**config.mk**
```make
export PLATFORM = sky130hd
export DESIGN_NAME = perf_sample_ctrl
export DESIGN_NICKNAME = d
export VERILOG_FILES = /design/src/rtl/perf_sample_ctrl_pkg.sv /design/src/rtl/perf_sample_timer.sv /design/src/rtl/perf_sample_ctrl.sv
export SDC_FILE = /design/constraint.sdc
export NUM_CORES = 1
export LEC_CHECK = 0
export BUFFER_PORTS_ARGS = -buffer_cell sky130_fd_sc_hd__buf_2
export CAP_MARGIN = 20
export CORE_MARGIN = 2
export CORE_UTILIZATION = 31
export DETAILED_ROUTE_END_ITERATION = 6
export GPL_ROUTABILITY_DRIVEN = 0
export GPL_TIMING_DRIVEN = 0
export MAX_ROUTING_LAYER = met4
export PLACE_DENSITY = 0.62
export SYNTH_ARGS = -nofsm -noshare
export SYNTH_HDL_FRONTEND = slang
export SYNTH_SLANG_ARGS = --single-unit
```
**constraint.sdc**
```tcl
create_clock -name clk_i -period 7.3 [get_ports clk_i]
set_input_delay 0.365 -clock clk_i [delete_from_list [all_inputs] [get_ports clk_i]]
set_output_delay 0.365 -clock clk_i [all_outputs]
set_load 0.02 [all_outputs]
```
**src/rtl/perf_sample_ctrl_pkg.sv**
```systemverilog
`default_nettype none
// ============================================================================
// perf_sample_ctrl_pkg
// Shared types for the performance-counter sampler: FSM state encoding,
// data word type and the sample record streamed to the trace sink.
// Revision: 1.0 - initial release
// ============================================================================
package perf_sample_ctrl_pkg;

  localparam int XLEN = 32;

  typedef logic [XLEN-1:0] xlen_t;

  // Sweep FSM state encoding
  typedef logic [1:0] state_t;
  localparam logic [1:0] ST_IDLE = 2'd0;
  localparam logic [1:0] ST_READ = 2'd1;
  localparam logic [1:0] ST_SEND = 2'd2;

  // One streamed sample: counter address plus its value
  typedef struct packed {
    logic [4:0] addr;
    xlen_t      data;
  } sample_t;

endpackage : perf_sample_ctrl_pkg
`default_nettype wire

```
**src/rtl/perf_sample_timer.sv**
```systemverilog
`default_nettype none
// ============================================================================
// perf_sample_timer
// Period timer for the sampler. Counts enabled, non-debug cycles and
// pulses tick_o when the count reaches period_i-1, then restarts from 0.
// Held at 0 while disabled or when period_i is 0; frozen in debug mode.
// Revision: 1.0 - initial release
// ============================================================================
module perf_sample_timer
  import perf_sample_ctrl_pkg::*;
#(
  parameter int PeriodWidth = 32
) (
  input  logic                   clk_i,
  input  logic                   rst_ni,
  input  logic                   en_i,
  input  logic                   debug_mode_i,
  input  logic [PeriodWidth-1:0] period_i,
  output logic                   tick_o
);

  logic [PeriodWidth-1:0] timer_q;
  logic [PeriodWidth-1:0] timer_d;
  logic                   active;

  assign active = en_i && (period_i != '0) && !debug_mode_i;
  assign tick_o = active && (timer_q == (period_i - PeriodWidth'(1)));

  // Next timer value: clear when disabled or on tick, advance when active
  always_comb begin
    timer_d = timer_q;
    if (!en_i || (period_i == '0)) begin
      timer_d = '0;
    end else if (tick_o) begin
      timer_d = '0;
    end else if (active) begin
      timer_d = timer_q + PeriodWidth'(1);
    end
  end

  // Timer register
  always_ff @(posedge clk_i or negedge rst_ni) begin
    if (!rst_ni) begin
      timer_q <= '0;
    end else begin
      timer_q <= timer_d;
    end
  end

endmodule : perf_sample_timer
`default_nettype wire

```
**src/rtl/perf_sample_ctrl.sv**
```systemverilog
`default_nettype none
// ============================================================================
// perf_sample_ctrl
// Periodic sampler and access arbiter for the performance-counter port.
// The CSR file always owns the port when it requests it; otherwise a sweep
// engine reads a window of counters each period and streams {addr, value}
// samples over valid/ready.
// Optional macro PERF_SAMPLE_CLEAR_EN: sweep reads also zero the counter
// (write-after-read), so samples become deltas. An increment landing in the
// same cycle as the clearing read is lost.
// Revision: 1.0 - initial release
// ============================================================================
module perf_sample_ctrl
  import perf_sample_ctrl_pkg::*;
#(
  parameter logic [4:0] FirstAddr   = 5'd0,
  parameter int         NumCounters = 15,
  parameter int         PeriodWidth = 32
) (
  input  logic                   clk_i,
  input  logic                   rst_ni,
  input  logic                   debug_mode_i,
  input  logic                   en_i,
  input  logic [PeriodWidth-1:0] period_i,
  input  logic                   csr_req_i,
  input  logic [4:0]             csr_addr_i,
  input  logic                   csr_we_i,
  input  xlen_t                  csr_wdata_i,
  output xlen_t                  csr_rdata_o,
  output logic [4:0]             pc_addr_o,
  output logic                   pc_we_o,
  output xlen_t                  pc_wdata_o,
  input  xlen_t                  pc_rdata_i,
  output logic                   sample_valid_o,
  input  logic                   sample_ready_i,
  output logic [4:0]             sample_addr_o,
  output xlen_t                  sample_data_o,
  output logic                   busy_o,
  output logic                   overrun_o
);

  localparam int IdxW = (NumCounters > 1) ? $clog2(NumCounters) : 1;
  localparam logic [IdxW-1:0] LastIdx = IdxW'(NumCounters - 1);

  state_t          state_q, state_d;
  logic [IdxW-1:0] idx_q, idx_d;
  sample_t         sample_q, sample_d;
  logic            overrun_q, overrun_d;
  logic            tick;
  logic [4:0]      sweep_addr;

  perf_sample_timer #(
    .PeriodWidth (PeriodWidth)
  ) u_timer (
    .clk_i        (clk_i),
    .rst_ni       (rst_ni),
    .en_i         (en_i),
    .debug_mode_i (debug_mode_i),
    .period_i     (period_i),
    .tick_o       (tick)
  );

  assign sweep_addr     = FirstAddr + 5'(idx_q);
  assign csr_rdata_o    = pc_rdata_i;
  assign sample_valid_o = (state_q == ST_SEND);
  assign sample_addr_o  = sample_q.addr;
  assign sample_data_o  = sample_q.data;
  assign busy_o         = (state_q != ST_IDLE);
  assign overrun_o      = overrun_q;

  // Port mux: CSR has absolute priority, sweep drives the port only in READ
  always_comb begin
    pc_addr_o  = '0;
    pc_we_o    = 1'b0;
    pc_wdata_o = '0;
    if (csr_req_i) begin
      pc_addr_o  = csr_addr_i;
      pc_we_o    = csr_we_i;
      pc_wdata_o = csr_wdata_i;
    end else if (state_q == ST_READ) begin
      pc_addr_o = sweep_addr;
`ifdef PERF_SAMPLE_CLEAR_EN
      // Clear only on a read that will actually be captured (not an abort)
      pc_we_o   = en_i;
`else
      pc_we_o   = 1'b0;
`endif
    end
  end

  // Sweep FSM next state, index and sample capture
  always_comb begin
    state_d  = state_q;
    idx_d    = idx_q;
    sample_d = sample_q;
    case (state_q)
      ST_IDLE: begin
        if (tick) begin
          idx_d   = '0;
          state_d = ST_READ;
        end
      end
      ST_READ: begin
        if (!en_i) begin
          state_d = ST_IDLE;
        end else if (!csr_req_i) begin
          sample_d.addr = sweep_addr;
          sample_d.data = pc_rdata_i;
          state_d       = ST_SEND;
        end
      end
      ST_SEND: begin
        if (sample_ready_i) begin
          if ((idx_q == LastIdx) || !en_i) begin
            state_d = ST_IDLE;
          end else begin
            idx_d   = idx_q + IdxW'(1);
            state_d = ST_READ;
          end
        end
      end
      default: state_d = ST_IDLE;
    endcase
  end

  // Overrun: a tick arriving while a sweep is still active is dropped
  always_comb begin
    overrun_d = overrun_q;
    if (!en_i) begin
      overrun_d = 1'b0;
    end else if (tick && busy_o) begin
      overrun_d = 1'b1;
    end
  end

  // State registers
  always_ff @(posedge clk_i or negedge rst_ni) begin
    if (!rst_ni) begin
      state_q   <= ST_IDLE;
      idx_q     <= '0;
      sample_q  <= '0;
      overrun_q <= 1'b0;
    end else begin
      state_q   <= state_d;
      idx_q     <= idx_d;
      sample_q  <= sample_d;
      overrun_q <= overrun_d;
    end
  end

endmodule : perf_sample_ctrl
`default_nettype wire

```
== Yosys cells after proc, flatten, opt, wreduce, memory -nomap -nowiden ==
Index checks and enable logic that the tools add are counted.

* Bits in latches: 0
* Word-level logic and storage cells: 55
* Output and inout port bits: 110
* Bits in read-only memories: 0
* Memories kept: 0
* Memory bits (writable): 0
* Input port bits: 108
* Register bits after elaboration: 75

* Eq/ne operators: 9
* Div/mod/pow operators: 0
* Reductions and logical operators: 17
* Bitwise gates (word level): 1
* Muxes and demuxes: 19
* Order comparisons: 0
* $add $sub $neg: 3
* $mul: 0
* Shifts and indexed selects: 0

{| class="wikitable"
|+ Operator list
! cell !! number
|-
| $mux 32 || 4
|-
| $add 32x1->32 const B || 1
|-
| $eq 32x32->1 || 1
|-
| $logic_not 32->1 || 1
|-
| $reduce_bool 32->1 || 1
|-
| $sub 32x1->32 const B || 1
|-
| $mux 4 || 4
|-
| $mux 2 || 4
|-
| $pmux 4 s2 || 1
|-
| $pmux 2 s3 || 1
|-
| $reduce_and 3->1 || 2
|-
| $mux 5 || 1
|-
| $add 4x1->4 const B || 1
|-
| $eq 4x4->1 const B || 1
|-
| $logic_and 1x1->1 || 4
|-
| $mux 1 || 4
|-
| $ne 2x1->1 const B || 2
|-
| $ne 2x2->1 const B || 2
|-
| $reduce_and 4->1 || 1
|-
| $reduce_bool 2->1 || 2
|-
| $ne 3x3->1 const B || 1
|-
| $reduce_bool 3->1 || 1
|-
| $eq 2x1->1 const B || 1
|-
| $eq 2x2->1 const B || 1
|-
| 4 further kinds || 6
|}

== Depth between registers and ports, before layout ==
* Depth in word-level cells: 7
* Gate-level depth with buffers: 13

== By module ==
From an unflattened synthesis, not the netlist that was laid out.

* Cell total of the unflattened synthesis: 613
* Area total of the unflattened synthesis: 5,644.2 sq um

{| class="wikitable"
|+ Modules (own cells, without submodules)
! module !! cells an instance !! area an instance (sq um) !! instances
|-
| perf_sample_timer || 416 || 3,240.6 || 1
|-
| perf_sample_ctrl || 197 || 2,403.6 || 1
|}

== Worst setup path before layout ==
No wires, ideal clock.

* Path type: input to register
* Start point: input period_i[0]
* End point: register u_timer.timer_q[24]
* Path buffers: 1
* Stages on the path: 12
* Slack: 3.886 ns
* Library setup time: 0.126 ns
* Required time: 7.174 ns
* Arrival: 3.288 ns
* Path through: inv_1 ha_1 nor3b_1 nand4_1 nor4_1 xnor2_1 or4_1 nor4_4 a21oi_2 buf_2 and3_1 a221o_1

* Longest elaborated chain between the ends: 6

{| class="wikitable"
|+ RTL lines
! what !! line !! source
|-
| start: declaration || perf_sample_ctrl.sv:24 || <nowiki>input logic [PeriodWidth-1:0] period_i,</nowiki>
|-
| branches (longest 6 deep; another with $sub 32x1->32) || n/a ||
|-
| end signal: assignment || perf_sample_timer.sv:46 || <nowiki>timer_q <= timer_d;</nowiki>
|-
| end: declaration || perf_sample_timer.sv:22 || <nowiki>logic [PeriodWidth-1:0] timer_q;</nowiki>
|}

Several ways; the timed one is not identified.
A chain may end at the register's enable or synchronous reset.

== Worst setup path after layout ==
* Start point: input period_i[0]
* End point: register u_timer.timer_q[10]

Same word-level chain as after synthesis.

==> Implementation_results.wiki <==
{| class="wikitable"
! Metric !! Value
|-
| Outcome || finished clean
|-
| Post-synth EDFFs || 0
|-
| Register clock-pin slew on the reported worst setup and hold paths || 0.07 ns
|-
| Maximum number of pins on one net before global-route repair || 60
|-
| Worst hold path startpoint || pc_rdata_i[10]
|-
| Most used flip-flop cell after synthesis || sky130_fd_sc_hd__dfrtp_1
|-
| Clk pwr share || 0.419
|-
| All-Layer GR Usage || 0.1831
|-
| CP Max Fanout || 10
|-
| Maximum clock frequency || 254.0 MHz
|-
| Number of placed instances with taps included || 1,004
|-
| Number of buffers created by CTS || 9
|-
| Non-filler cells, final || 1,022
|-
| Standard cell area after detailed placement || 0.006494 mm^2
|-
| Tmin final || 3.937 ns
|-
| Total number of vias || 4,999
|-
| Power per unit of standard cell area || 150.2 mW/mm^2
|-
| Half-perimeter wire length after placement || 13,060 um
|-
| Register bit count reported by yosys || 75
|-
| Setup WS pre-CTS || 3.085 ns
|-
| DR DRC count || 0
|-
| Number of maximum-capacitance violations || 0
|-
| Sw frac || 0.2896
|-
| Final wirelength || 15,930 um
|-
| Synthesized area || 0.005117 mm^2
|-
| Post-detailed-route wirelength per cell || 15.59 um
|-
| Leakage dissipation || 3.439 nW
|-
| Number of antenna-violating nets in the routed design || 0
|-
| CP required || 7.52 ns
|-
| I/O pins || 218
|-
| Number of fillers in the final layout || 1,625
|-
| Cell internal pwr || 0.7247 mW
|-
| Kind of end point of the critical path || flip-flop
|-
| Final worst path period share || 0.5392
|-
| FF-to-FF Start || u_timer.timer_q[31]
|-
| Vias in the first global route || 4,667
|-
| Setup CP Type || primary input to flip-flop
|-
| Hold endpoint || sample_data_o[10]
|-
| Startpoint Class || primary input
|-
| Overflow left after global routing || 0
|-
| Register-to-register path setup slack || 4.02 ns
|-
| Final setup TNS || 0 ns
|-
| DIE AREA || 0.01755 mm^2
|-
| Minimum setup slack in the final design || 3.363 ns
|-
| Wire length of the first global-routing pass || 24,400 um
|-
| Share of synthesized area occupied by flip-flops and latches || 0.3667
|-
| Hold violation total from the final report || 0
|-
| Utilization after layout || 0.4245
|-
| Met1 Usage GRT || 0.1895
|-
| Total setup violations reported at the end of the flow || 0
|-
| Sink Count || 75
|-
| Share of async-settable or async-resettable flops after synthesis || 1.000
|-
| Final layout net count || 913
|-
| Met3 track demand over resource || 0.03793
|-
| Worst-case clock buffer depth || 2
|-
| Worst Hold Class || primary input to flip-flop
|-
| IR Drop Worst-Case VDD || 0.1045 mV
|-
| Max-slew violation total from the final report || 0
|-
| Worst slew pin tran || 0.8269 ns
|-
| Final standard cell area without fillers || 0.006793 mm^2
|-
| First-iteration detailed-routing DRC count || 218
|-
| Maximum level of the CTS H-tree || 3
|-
| Length in cells of the worst reg-to-reg path || 11
|-
| Floorplan core area || 0.01600 mm^2
|-
| Switching power summed over all nets || 0.2954 mW
|-
| Initial antenna violation count || 1
|-
| Worst hold margin || 0.2690 ns
|-
| Arrival time worst endpoint || 4.16 ns
|-
| Max_slew headroom || 0.4467
|-
| End of the worst register-to-register path || u_timer.timer_q[10]
|-
| Layout cell share with drive strength beyond 1 || 0.3950
|-
| Top library cells by usage in the layout, fill and taps aside || sky130_fd_sc_hd__buf_2 (217), sky130_fd_sc_hd__dfrtp_1 (75), sky130_fd_sc_hd__nor2_1 (50), sky130_fd_sc_hd__nand2_1 (44), sky130_fd_sc_hd__and2_1 (39)
|-
| Avg Inst Size Synth || 8.947 um^2
|-
| Total of warnings raised by yosys || 0
|-
| Row count || 46
|-
| Root buffer cell || sky130_fd_sc_hd__clkbuf_16
|-
| Net count after synthesis || 685
|-
| Via-to-Cell Ratio || 4.891
|-
| Post-CTS repair timing setup buffer count || 0
|-
| Setup repair after global routing missed its margin || no
|-
| Area growth syn-to-layout || 32.74%
|-
| Power share of the combinational group || 0.172
|-
| Cells on Worst Hold Path || 2
|-
| Number of buffers added on ports || 215
|-
| Portion of total power attributed to sequential cells || 0.410
|-
| Pwr Total || 1.020 mW
|-
| Effective utilization at floorplan || 0.3198
|-
| Die Span Y || 132.5 um
|-
| Clock skew after layout || 0.01075 ns
|-
| Source-to-sink clock delay at the later pin of the worst-skew pair || 0.34 ns
|-
| Drt first pass iters || 5
|-
| Cell count after synthesis || 572
|-
| Met2 Track Usage GR || 0.3322
|-
| Most used routing layer in global routing || met2
|-
| DIE WIDTH || 132.5 um
|-
| Most common library cell in the layout ignoring fill and taps || sky130_fd_sc_hd__buf_2
|-
| Clock tree from TritonCTS || built
|-
| Number of distinct library cells after synthesis || 58
|}
==> sequential cells by signal, summed over array words and instances (netlist names) <==
register	flops
sample_data_o	32
u_timer.timer_q	32
idx_q	4
sample_addr_o	4
state_q	2
overrun_o	1
==> layout make-up <==
cell class	instances	area, um^2	area share
diodes	1	2.502	0.0003684
plain buffers	51	319.1	0.04697
clock buffers	9	225.2	0.03316
clock inverters	7	61.31	0.009026
inverters	17	63.81	0.009394
multi-input cells	429	2858	0.4207
flip-flops and latches	75	1877	0.2763
well taps	216	270.3	0.03979
repair buffers	217	1116	0.1643
==> how the worst max path moves through the flow <==
stage	startpoint	endpoint	slack, ns	depth (start not counted)
after floorplan	period_i[0]	u_timer.timer_q[24]	3.89	12
after global placement	period_i[0]	u_timer.timer_q[17]	3.08	14
after detailed placement	period_i[0]	u_timer.timer_q[10]	3.08	14
after CTS	period_i[0]	u_timer.timer_q[10]	3.43	14
after global routing	period_i[0]	u_timer.timer_q[10]	3.21	14
final	period_i[0]	u_timer.timer_q[10]	3.36	14
==> cells by family (layout without fill, tap and decap cells) <==
family / after synthesis / after routing / share of synthesized area
adder cells (fa/ha/maj): 5 / 5 / 0.01222
AO/OA/AOI/OAI: 91 / 91 / 0.1222
buffers and inverters: 68 / 301 / 0.07482
multiplexers: 42 / 42 / 0.09144
XOR/XNOR: 45 / 45 / 0.07702
other: 1 / 2 / 0.0007328
AND/OR/NAND/NOR: 245 / 245 / 0.2548
flip-flops: 75 / 75 / 0.3667
==> metal layers <==
layer  wire length [um]  part of all wire
met1               6105              0.38
met2               8367              0.53
met3                917             0.058
met4                541             0.034
met5                  0                 0
==> cell usage after synthesis (2+ instances only) <==
cell type | number | share of area
sky130_fd_sc_hd__o21ai_0 | 17 | 0.017
sky130_fd_sc_hd__nand2_1 | 44 | 0.032
sky130_fd_sc_hd__inv_1 | 17 | 0.012
sky130_fd_sc_hd__or2_2 | 6 | 0.0073
sky130_fd_sc_hd__o211ai_1 | 2 | 0.0029
sky130_fd_sc_hd__nand3_1 | 20 | 0.020
sky130_fd_sc_hd__and2_1 | 39 | 0.048
sky130_fd_sc_hd__nor2_1 | 50 | 0.037
sky130_fd_sc_hd__buf_4 | 33 | 0.048
sky130_fd_sc_hd__nand4_1 | 10 | 0.012
sky130_fd_sc_hd__o22ai_1 | 2 | 0.0024
sky130_fd_sc_hd__buf_2 | 3 | 0.0029
sky130_fd_sc_hd__dfrtp_1 | 75 | 0.37
sky130_fd_sc_hd__mux2_2 | 37 | 0.081
sky130_fd_sc_hd__or3_1 | 5 | 0.0061
sky130_fd_sc_hd__xnor2_1 | 32 | 0.055
sky130_fd_sc_hd__a221o_1 | 13 | 0.025
sky130_fd_sc_hd__a21oi_1 | 13 | 0.013
sky130_fd_sc_hd__nor2b_1 | 3 | 0.0037
sky130_fd_sc_hd__nand2b_1 | 7 | 0.0086
sky130_fd_sc_hd__or4_1 | 5 | 0.0073
sky130_fd_sc_hd__nor3_1 | 18 | 0.018
sky130_fd_sc_hd__o21ai_1 | 11 | 0.011
sky130_fd_sc_hd__clkbuf_1 | 15 | 0.011
sky130_fd_sc_hd__a21o_1 | 5 | 0.0073
sky130_fd_sc_hd__a31oi_1 | 10 | 0.012
sky130_fd_sc_hd__mux2i_1 | 4 | 0.0078
sky130_fd_sc_hd__and3_1 | 16 | 0.020
sky130_fd_sc_hd__xor2_1 | 13 | 0.022
sky130_fd_sc_hd__nor3b_1 | 2 | 0.0029
sky130_fd_sc_hd__nor4_1 | 8 | 0.0098
sky130_fd_sc_hd__a22o_1 | 5 | 0.0086
sky130_fd_sc_hd__ha_1 | 5 | 0.012
sky130_fd_sc_hd__nand3b_1 | 3 | 0.0044
==> power groups by stage <==
| stage | clock [mW] | sequential, mW | combinational (mW) |
|---|---|---|---|
| final | 0.427 | 0.418 | 0.175 |
| after global routing | 0.463 | 0.418 | 0.189 |
| after CTS | 0.442 | 0.418 | 0.177 |
| after detailed placement | 0 | 0.426 | 0.176 |
| after global placement | 0 | 0.426 | 0.173 |
| after floorplan | 0 | 0.425 | 0.0908 |
==> repair_timing <==
item                                    in CTS  in global routing
hold buffers                                 1                  0
endpoints found under the setup margin       0                  0
hold endpoints to repair                    16                  0
resized for setup                            0                  0
==> worst max-delay path, cell delays in order <==
cell and delay, ns:
sky130_fd_sc_hd__buf_2 0.13, sky130_fd_sc_hd__inv_1 0.10, sky130_fd_sc_hd__ha_1 0.22, sky130_fd_sc_hd__nor3b_1 0.58, sky130_fd_sc_hd__nand4_1 0.46, sky130_fd_sc_hd__nor4_1 0.46
sky130_fd_sc_hd__xnor2_1 0.10, sky130_fd_sc_hd__or4_1 0.57, sky130_fd_sc_hd__nor4_4 0.31, sky130_fd_sc_hd__a21oi_2 0.12, sky130_fd_sc_hd__buf_2 0.20, sky130_fd_sc_hd__clkbuf_1 0.28
sky130_fd_sc_hd__o21ai_1 0.16, sky130_fd_sc_hd__o21ai_1 0.08
(Power assumes the default switching activity.)
